===== config.mk =====
export PLATFORM = sky130hd
export DESIGN_NAME = uart_rx_fifo
export DESIGN_NICKNAME = d
export VERILOG_FILES = /design/src/rtl/uart_pkg.sv /design/src/rtl/counter.sv /design/src/rtl/fifo.sv /design/src/rtl/uart_rx.sv /design/src/rtl/uart_rx_fifo.sv
export SDC_FILE = /design/constraint.sdc
export NUM_CORES = 1
export LEC_CHECK = 0
export CORE_ASPECT_RATIO = 0.8
export CORE_MARGIN = 8
export CORE_UTILIZATION = 40
export CTS_BUF_LIST = sky130_fd_sc_hd__clkbuf_4
export CTS_CLUSTER_DIAMETER = 40
export CTS_CLUSTER_SIZE = 40
export DETAILED_ROUTE_END_ITERATION = 8
export PLACE_DENSITY = 0.67
export SYNTH_ARGS = -nofsm -noshare
export SYNTH_HDL_FRONTEND = slang
export SYNTH_SLANG_ARGS = --single-unit

===== constraint.sdc =====
create_clock -name clk -period 2.9 [get_ports clk]
set_clock_uncertainty 0.2 [all_clocks]
set_input_delay 0.29 -clock clk [delete_from_list [all_inputs] [get_ports clk]]
set_output_delay 0.29 -clock clk [all_outputs]
set_load 0.02 [all_outputs]

===== src/rtl/uart_pkg.sv =====
// uart_pkg: items shared by the UART receive path.
//   rx_state_t : receiver FSM state encoding
//   MID_TICK   : oversample tick at the middle of the start bit
//   DATA_TICK  : last oversample tick of a data bit, where the line is sampled
package uart_pkg;

    typedef enum logic [1:0] {
        IDLE  = 2'd0,
        START = 2'd1,
        DATA  = 2'd2,
        STOP  = 2'd3
    } rx_state_t;

    localparam int MID_TICK  = 7;
    localparam int DATA_TICK = 15;

endpackage


===== src/rtl/counter.sv =====
// counter: free-running modulo counter that produces the 16x oversample tick.
//   clk  : clock
//   rst  : synchronous active-high reset
//   tick : one-cycle pulse each time the count reaches COUNTER_MOD-1
module counter #(
    parameter int NB_COUNTER  = 9,
    parameter int COUNTER_MOD = 326
) (
    input  logic clk,
    input  logic rst,
    output logic tick
);

    localparam logic [NB_COUNTER-1:0] LAST = NB_COUNTER'(COUNTER_MOD - 1);

    logic [NB_COUNTER-1:0] count;

    always_ff @(posedge clk) begin
        if (rst) begin
            count <= '0;
        end else if (count == LAST) begin
            count <= '0;
        end else begin
            count <= count + NB_COUNTER'(1);
        end
    end

    assign tick = (count == LAST);

endmodule


===== src/rtl/fifo.sv =====
// fifo: first-word-fall-through FIFO, depth 2**NB_ADDR.
//   clk   : clock
//   rst   : synchronous active-high reset (pointers and flags only)
//   wr    : push wdata (ignored when full unless popping in the same cycle)
//   rd    : pop head (ignored when empty)
//   wdata : write word
//   rdata : head word, mem[rd_ptr], combinational
//   empty : no words stored
//   full  : 2**NB_ADDR words stored
module fifo #(
    parameter int NB_DATA = 8,
    parameter int NB_ADDR = 4
) (
    input  logic               clk,
    input  logic               rst,
    input  logic               wr,
    input  logic               rd,
    input  logic [NB_DATA-1:0] wdata,
    output logic [NB_DATA-1:0] rdata,
    output logic               empty,
    output logic               full
);

    logic [NB_DATA-1:0] mem [2**NB_ADDR];
    logic [NB_ADDR-1:0] wr_ptr, wr_ptr_n, rd_ptr, rd_ptr_n;
    logic [NB_ADDR-1:0] wr_ptr_inc, rd_ptr_inc;
    logic               empty_n, full_n;
    logic               wr_en, rd_en;

    // A write while full is only accepted alongside a pop, which frees the slot.
    // A read while empty never happens, so simultaneous access on an empty
    // FIFO degenerates to a plain write.
    assign wr_en = wr && (!full || rd);
    assign rd_en = rd && !empty;

    assign wr_ptr_inc = wr_ptr + NB_ADDR'(1);
    assign rd_ptr_inc = rd_ptr + NB_ADDR'(1);

    always_comb begin
        wr_ptr_n = wr_en ? wr_ptr_inc : wr_ptr;
        rd_ptr_n = rd_en ? rd_ptr_inc : rd_ptr;
        empty_n  = empty;
        full_n   = full;
        if (wr_en && !rd_en) begin
            empty_n = 1'b0;
            full_n  = (wr_ptr_inc == rd_ptr);
        end else if (rd_en && !wr_en) begin
            full_n  = 1'b0;
            empty_n = (rd_ptr_inc == wr_ptr);
        end
    end

    always_ff @(posedge clk) begin
        if (rst) begin
            wr_ptr <= '0;
            rd_ptr <= '0;
            empty  <= 1'b1;
            full   <= 1'b0;
        end else begin
            wr_ptr <= wr_ptr_n;
            rd_ptr <= rd_ptr_n;
            empty  <= empty_n;
            full   <= full_n;
        end
    end

    // Storage is deliberately left out of reset.
    always_ff @(posedge clk) begin
        if (wr_en) begin
            mem[wr_ptr] <= wdata;
        end
    end

    assign rdata = mem[rd_ptr];

endmodule


===== src/rtl/uart_rx.sv =====
// uart_rx: oversampling UART receiver (8N1-style, LSB first).
//   clk     : clock
//   rst     : synchronous active-high reset
//   rx      : serial line, idle high
//   tick    : 16x oversample tick
//   rx_done : one-cycle pulse when a byte has been received
//   dout    : received byte, valid while rx_done is high
//
// The stop bit is timed but not checked; every frame is delivered.
module uart_rx
    import uart_pkg::*;
#(
    parameter int NB_DATA   = 8,
    parameter int NB_TCOUNT = 4,
    parameter int SB_TICK   = 16
) (
    input  logic               clk,
    input  logic               rst,
    input  logic               rx,
    input  logic               tick,
    output logic               rx_done,
    output logic [NB_DATA-1:0] dout
);

    localparam int NB_IDX = (NB_DATA > 1) ? $clog2(NB_DATA) : 1;

    localparam logic [NB_TCOUNT-1:0] S_MID  = NB_TCOUNT'(MID_TICK);
    localparam logic [NB_TCOUNT-1:0] S_DATA = NB_TCOUNT'(DATA_TICK);
    localparam logic [NB_TCOUNT-1:0] S_STOP = NB_TCOUNT'(SB_TICK - 1);
    localparam logic [NB_IDX-1:0]    N_LAST = NB_IDX'(NB_DATA - 1);

    rx_state_t            state, state_n;
    logic [NB_TCOUNT-1:0] s, s_n;
    logic [NB_IDX-1:0]    n, n_n;
    logic [NB_DATA-1:0]   b, b_n;

    always_ff @(posedge clk) begin
        if (rst) begin
            state <= IDLE;
            s     <= '0;
            n     <= '0;
            b     <= '0;
        end else begin
            state <= state_n;
            s     <= s_n;
            n     <= n_n;
            b     <= b_n;
        end
    end

    always_comb begin
        state_n = state;
        s_n     = s;
        n_n     = n;
        b_n     = b;
        rx_done = 1'b0;
        case (state)
            // Start edge is detected on any clock, not just on ticks.
            IDLE: begin
                if (!rx) begin
                    state_n = START;
                    s_n     = '0;
                end
            end
            START: begin
                if (tick) begin
                    if (s == S_MID) begin
                        state_n = DATA;
                        s_n     = '0;
                        n_n     = '0;
                    end else begin
                        s_n = s + NB_TCOUNT'(1);
                    end
                end
            end
            // Sampling 16 ticks after mid-start lands in the middle of each bit.
            DATA: begin
                if (tick) begin
                    if (s == S_DATA) begin
                        s_n = '0;
                        b_n = {rx, b[NB_DATA-1:1]};
                        if (n == N_LAST) begin
                            state_n = STOP;
                        end else begin
                            n_n = n + NB_IDX'(1);
                        end
                    end else begin
                        s_n = s + NB_TCOUNT'(1);
                    end
                end
            end
            STOP: begin
                if (tick) begin
                    if (s == S_STOP) begin
                        state_n = IDLE;
                        rx_done = 1'b1;
                    end else begin
                        s_n = s + NB_TCOUNT'(1);
                    end
                end
            end
            default: state_n = IDLE;
        endcase
    end

    assign dout = b;

endmodule


===== src/rtl/uart_rx_fifo.sv =====
// uart_rx_fifo: UART receiver feeding a FWFT receive FIFO.
//   clk     : clock
//   i_rst   : synchronous active-high reset
//   i_rx    : serial line, idle high
//   i_rd    : pop the FIFO head
//   o_rdata : FIFO head word
//   o_empty : FIFO empty
//   o_full  : FIFO full
module uart_rx_fifo #(
    parameter int NB_COUNTER  = 9,
    parameter int COUNTER_MOD = 326,
    parameter int NB_DATA     = 8,
    parameter int NB_TCOUNT   = 4,
    parameter int SB_TICK     = 16,
    parameter int NB_ADDR     = 4
) (
    input  logic               clk,
    input  logic               i_rst,
    input  logic               i_rx,
    input  logic               i_rd,
    output logic [NB_DATA-1:0] o_rdata,
    output logic               o_empty,
    output logic               o_full
);

    logic               tick;
    logic               rx_done;
    logic [NB_DATA-1:0] rx_data;

    counter #(
        .NB_COUNTER (NB_COUNTER),
        .COUNTER_MOD(COUNTER_MOD)
    ) u_cnt (
        .clk (clk),
        .rst (i_rst),
        .tick(tick)
    );

    uart_rx #(
        .NB_DATA  (NB_DATA),
        .NB_TCOUNT(NB_TCOUNT),
        .SB_TICK  (SB_TICK)
    ) u_rx (
        .clk    (clk),
        .rst    (i_rst),
        .rx     (i_rx),
        .tick   (tick),
        .rx_done(rx_done),
        .dout   (rx_data)
    );

    fifo #(
        .NB_DATA(NB_DATA),
        .NB_ADDR(NB_ADDR)
    ) u_fifo (
        .clk  (clk),
        .rst  (i_rst),
        .wr   (rx_done),
        .rd   (i_rd),
        .wdata(rx_data),
        .rdata(o_rdata),
        .empty(o_empty),
        .full (o_full)
    );

endmodule


# Word level (Yosys, flattened, before mapping)
# Memories as Yosys holds them, arrays and structs flattened. A register that Yosys moved wholly into a read port is not among the register bits.
# Index checks and enable logic that the tools add are counted.
op_classes:
  addsub: 5
  eq_ne: 19
  n_mux: 34
  n_reduce_logical: 17
ops:
  columns: ["operator", "count"]
  rows:
  - ["$mux W4", 9]
  - ["$mux W2", 8]
  - ["$pmux W4 S4", 1]
  - ["$mux W3", 5]
  - ["$add A4 B1 Y4 const B", 3]
  - ["$ne A2 B2 Y1 const B", 6]
  - ["$add A9 B1 Y9 const B", 1]
  - ["$eq A9 B9 Y1 const B", 1]
  - ["$mux W1", 9]
  - ["$eq A4 B4 Y1", 2]
  - ["$ne A2 B1 Y1 const B", 4]
  - ["$pmux W2 S4", 1]
  - ["$reduce_and A8 Y1", 1]
  - ["$pmux W3 S2", 1]
  - ["$reduce_and A6 Y1", 1]
  - ["$reduce_and A5 Y1", 1]
  - ["$eq A2 B2 Y1 const B", 2]
  - ["$eq A4 B3 Y1 const B", 1]
  - ["$eq A4 B4 Y1 const B", 1]
  - ["$logic_and A1 B1 Y1", 4]
  - ["$logic_not A1 Y1", 4]
  - ["$reduce_bool A2 Y1", 2]
  - ["$add A3 B1 Y3 const B", 1]
  - ["$eq A3 B3 Y1 const B", 1]
  - ["other kinds (5)", 5]
totals:
  register_bits: 36
  ramBits: 128
  inputBits: 4
  output_inout_bits: 10
  wordCells: 85
  n_memories: 1
mem_list:
  columns: ["name", "depth", "width", "read_ports", "rd_ports_with_merged_regs", "write_ports", "line_no", "source"]
  rows:
  - ["u_fifo.mem", 16, 8, 1, 1, 1, "fifo.sv:24", "logic [NB_DATA-1:0] mem [2**NB_ADDR];"]

# Logic depth before layout (Yosys ltp)
depth:
  word_depth: 9
  mapped_depth: 9
  mapped_depth_nobuf: 9

# Cells and area by module
# From an unflattened synthesis, not the netlist that was laid out.
hier_totals:
  cells_unflattened: 437
  hier_area_um2: 7041.8
by_module_without_submodules:
  columns: ["module", "n_inst", "cells_per_inst", "area_each_um2", "seq_area_each_um2"]
  rows:
  - ["fifo", 1, 291, 5720.5, 4124.0]
  - ["uart_rx", 1, 102, 925.9, 340.3]
  - ["counter", 1, 44, 395.4, 180.2]

# Worst setup path after synthesis
# No wires, ideal clock.
synth_path:
  path_kind: "register to register"
  startpoint: "register u_cnt.count[5]"
  endpoint: "memory u_fifo.mem[0][0] (enable)"
  setup_time_ns: 0.383
  t_arrival_ns: 2.348
  required_ns: 2.317
  setup_slack_ns: -0.032
  path_stages_with_launch: 7
  path_buffers: 1
  period_less_slack_ns: 2.932
  cell_sequence: "dfxtp_1 > or4b_1 > buf_2 > or4_4 > clkinv_1 > nand2_1 > nor3_1"
synth_between:
  elab_chain_cells: 6
synth_rtl:
  columns: ["item", "line_no", "source"]
  rows:
  - ["start, declared", "counter.sv:16", "logic [NB_COUNTER-1:0] count;"]
  - ["start signal, assigned", "counter.sv:24", "count <= count + NB_COUNTER'(1);"]
  - ["$eq A9 B9 Y1", "counter.sv:28", "assign tick = (count == LAST);"]
  - ["$mux W1", "uart_rx.sv:93", "if (tick) begin"]
  - ["$mux W1", "uart_rx.sv:57", "case (state)"]
  - ["$logic_and A1 B1 Y1", "fifo.sv:33", "assign wr_en = wr && (!full || rd);"]
  - ["via u_fifo.wr_en", "fifo.sv:28", "logic wr_en, rd_en;"]
  - ["$mux W1", "fifo.sv:69", "if (wr_en) begin"]
  - ["$mux W1 (not written as such)", "fifo.sv:70", "mem[wr_ptr] <= wdata;"]
  - ["end, declared", "fifo.sv:24", null]
# The timed path passes the listed nets, and every way through them passes these cells.

==> metrics.txt <==
RR Endpoint u_fifo.mem[4][1]; Initial DRT Pass Iterations 5; Hold EP u_rx.dout[7]; n_diodes 0; Place WS 208.1 ps; EDFF count, synth 128; Slew Limit Fails 0; CTS tree built; WP data arrival 2400 ps; Setup crit end kind output port; pwr dens 551.7 nW/um^2; HP Class input pin to flop; part of the cycle the worst path needs 0.9960; DR WL/cell 20.40 um; worst-case reg-to-reg path depth 7; drt total wl 14,060 um; Peak VDD IR 0.2989 mV; largest net degree at the start of global routing 33; cts bufs inserted 17; Synth Register Bits 168; LEAKAGE 0.002601 uW; nets@finish 476; share of cells above drive strength 1 0.2537; Syn Nets 430; Design Power 4347 uW; clock-pin slew on the worst setup and hold paths 120 ps; Tightest Pin Transition 681.0 ps; post-synth top area share 0.5611; RSZ-0062 raised after global routing true; worst setup margin 11.60 ps; cells after synthesis 410; most frequent cells in the layout edfxtp_1 (128), mux4_2 (40), nor2_1 (39), dfxtp_1 (39), clkbuf_4 (23); hold path start i_rx; Hold Path Depth 3; IO Port Bufs 13; Global Route Usage Sum 0.1357; die height 133.1 um; Worst Setup Start Kind flop; status complete, no violations; Final Setup Violations 0; Synth Cell Area 6850 um^2; Synth-to-Final Area Change 15.03%; CP max FO 6; post-DP HPWL 8747 um; final hold viol count 0; flop2flop setup slack 190 ps; Reg-to-Reg Start u_rx.state[0]; vias per cell 5.462; antenna violations before repair 0; final std cells w/o fill 689; Synth Area per Inst 16.71 um^2; most common cell after layout, fill and taps aside edfxtp_1; Synth area leaders edfxtp_1 (56%), mux4_2 (13%), dfxtp_1 (12%); Min Clock Period, post-route 2888 ps; Synth area leader edfxtp_1; Antenna Nets Post-Route 0; detailed-route via count 3,763; Data required, critical path 2410 ps; Die Wd 162.3 um; first-pass GRT wire length 22,080 um; DRC Markers 0; clk_lat worst skew 560 ps; dpl cells 650; kind of critical path flop to output port; Iter 0 DRT Violations 301; io pins 14; maximum clock frequency 0.3462 GHz; MaxCap Viol Count 0; Slew headroom 0.5426; vias in the first global route 3,772; post-synth cell types 49; Core Rows 42; Root Driver clkbuf_4; clock tree buffer depth 2; RD Place Congestion 0.8889; core area 16,660 um^2; Overflow after GRT 0; async set-reset flop share out of synthesis 0; H-tree levels 4; Synth Flop Type edfxtp_1; sequential fraction of the synthesis area 0.6780; die area 21,600 um^2; initial core utilization 0.4112; Sink Count 168; synth warn 0
[how the worst max path moves through the flow]
| stage | start | slack (ps) | cells after the start | endpoint |
|---|---|---|---|---|
| after floorplan | u_cnt.count[5] | -30 | 6 | u_fifo.mem[1][0] |
| after global routing | flop | -80 | 5 | o_rdata[2] |
| after CTS | flop | -30 | 5 | o_rdata[2] |
| after detailed placement | flop | 210 | 4 | o_rdata[0] |
| after global placement | flop | 230 | 4 | o_rdata[0] |
| final | flop | 10 | 5 | o_rdata[2] |
[report_power, final]
group,internal (uW),switching [uW],leakage [uW],total [uW]
clock network,656,784,0.000169,1440
registers,2570,18.6,0.00155,2590
logic,126,196,0.000885,322
total,3350,998,0.00260,4350
[registers in the layout, summed over array words and instances, names as in the netlist, 2 cells and up, named ones only]
signal         flops
u_rx.s             4
u_rx.state         2
u_fifo.rd_ptr      4
u_rx.dout          8
u_rx.n             3
u_cnt.count        9
u_fifo.wr_ptr      4
u_fifo.mem       128
[per-layer routing]
metal	wire length (um)	global-route usage	up-vias
met5	0	0	-
met2	6590	0.2040	108
met1	6417	0.1827	1927
met3	806	0.03999	20
li1	-	-	1708
met4	242	0.04979	0
[timing repair]
action	CTS	global route
setup endpoints to repair	8	12
gates cloned	3	1
resized for setup	45	10
hold buffers	0	0
buffers inserted	4	0
[final cells by class]
| class | instances | area [um^2] |
|---|---|---|
| Tap cell | 220 | 275.3 |
| Timing Repair Buffer | 43 | 500.5 |
| Sequential cell | 168 | 4648 |
| Fill cell | 1388 | 8778 |
| Inverter | 10 | 37.54 |
| Clock inverter | 9 | 130.1 |
| Multi-Input combinational cell | 216 | 2116 |
| Clock buffer | 23 | 172.7 |
[stage by stage]
stage | hold slack (ps) | area [um^2] | util | TNS (ps)
3_5_place_dp | 282.8 | 7412 | 0.4449 | 0
6_report | 234.3 | 7880 | 0.4730 | 0
2_1_floorplan | 185.8 | 6860 | - | -486.3
5_1_grt | 227.8 | 7880 | 0.4730 | -426.8
4_1_cts | 195.7 | 7824 | 0.4697 | -90.24
3_3_place_gp | 266.1 | 7412 | 0.4449 | 0
[Yosys cell counts (2+ instances only)]
cell type and number:
xnor2_1 9, nand3_1 11, nand2_1 17, o21ai_0 5, nor2_1 39, a211oi_1 3, xor2_1 11, edfxtp_1 128
nor2b_1 2, nand4_1 6, inv_1 9, buf_1 2, nor4_1 3, clkbuf_1 10, mux4_2 40, mux2i_1 14
nor3_1 5, nand2b_1 2, a21oi_1 6, or3_1 2, dfxtp_1 40, buf_2 4, ha_1 16
[critical path, cell delays in order (launching register included)]
cell,delay [ps]
dfxtp_4,400
buf_12,130
buf_12,130
mux4_2,550
mux4_2,500
buf_6,150
[kinds of logic (layout without fill, tap and decap cells)]
| logic type | Yosys count | count (layout) | share of synthesized area |
|---|---|---|---|
| AO/OA/AOI/OAI | 29 | 29 | 0.03014 |
| flip-flops | 168 | 168 | 0.6780 |
| XOR/XNOR | 20 | 20 | 0.02557 |
| adder cells (fa/ha/maj) | 16 | 16 | 0.02922 |
| AND/OR/NAND/NOR | 97 | 97 | 0.07014 |
| multiplexers | 54 | 54 | 0.1520 |
| buffers and inverters | 26 | 85 | 0.01498 |
No activity file was read; power rests on OpenSTA's default activity.
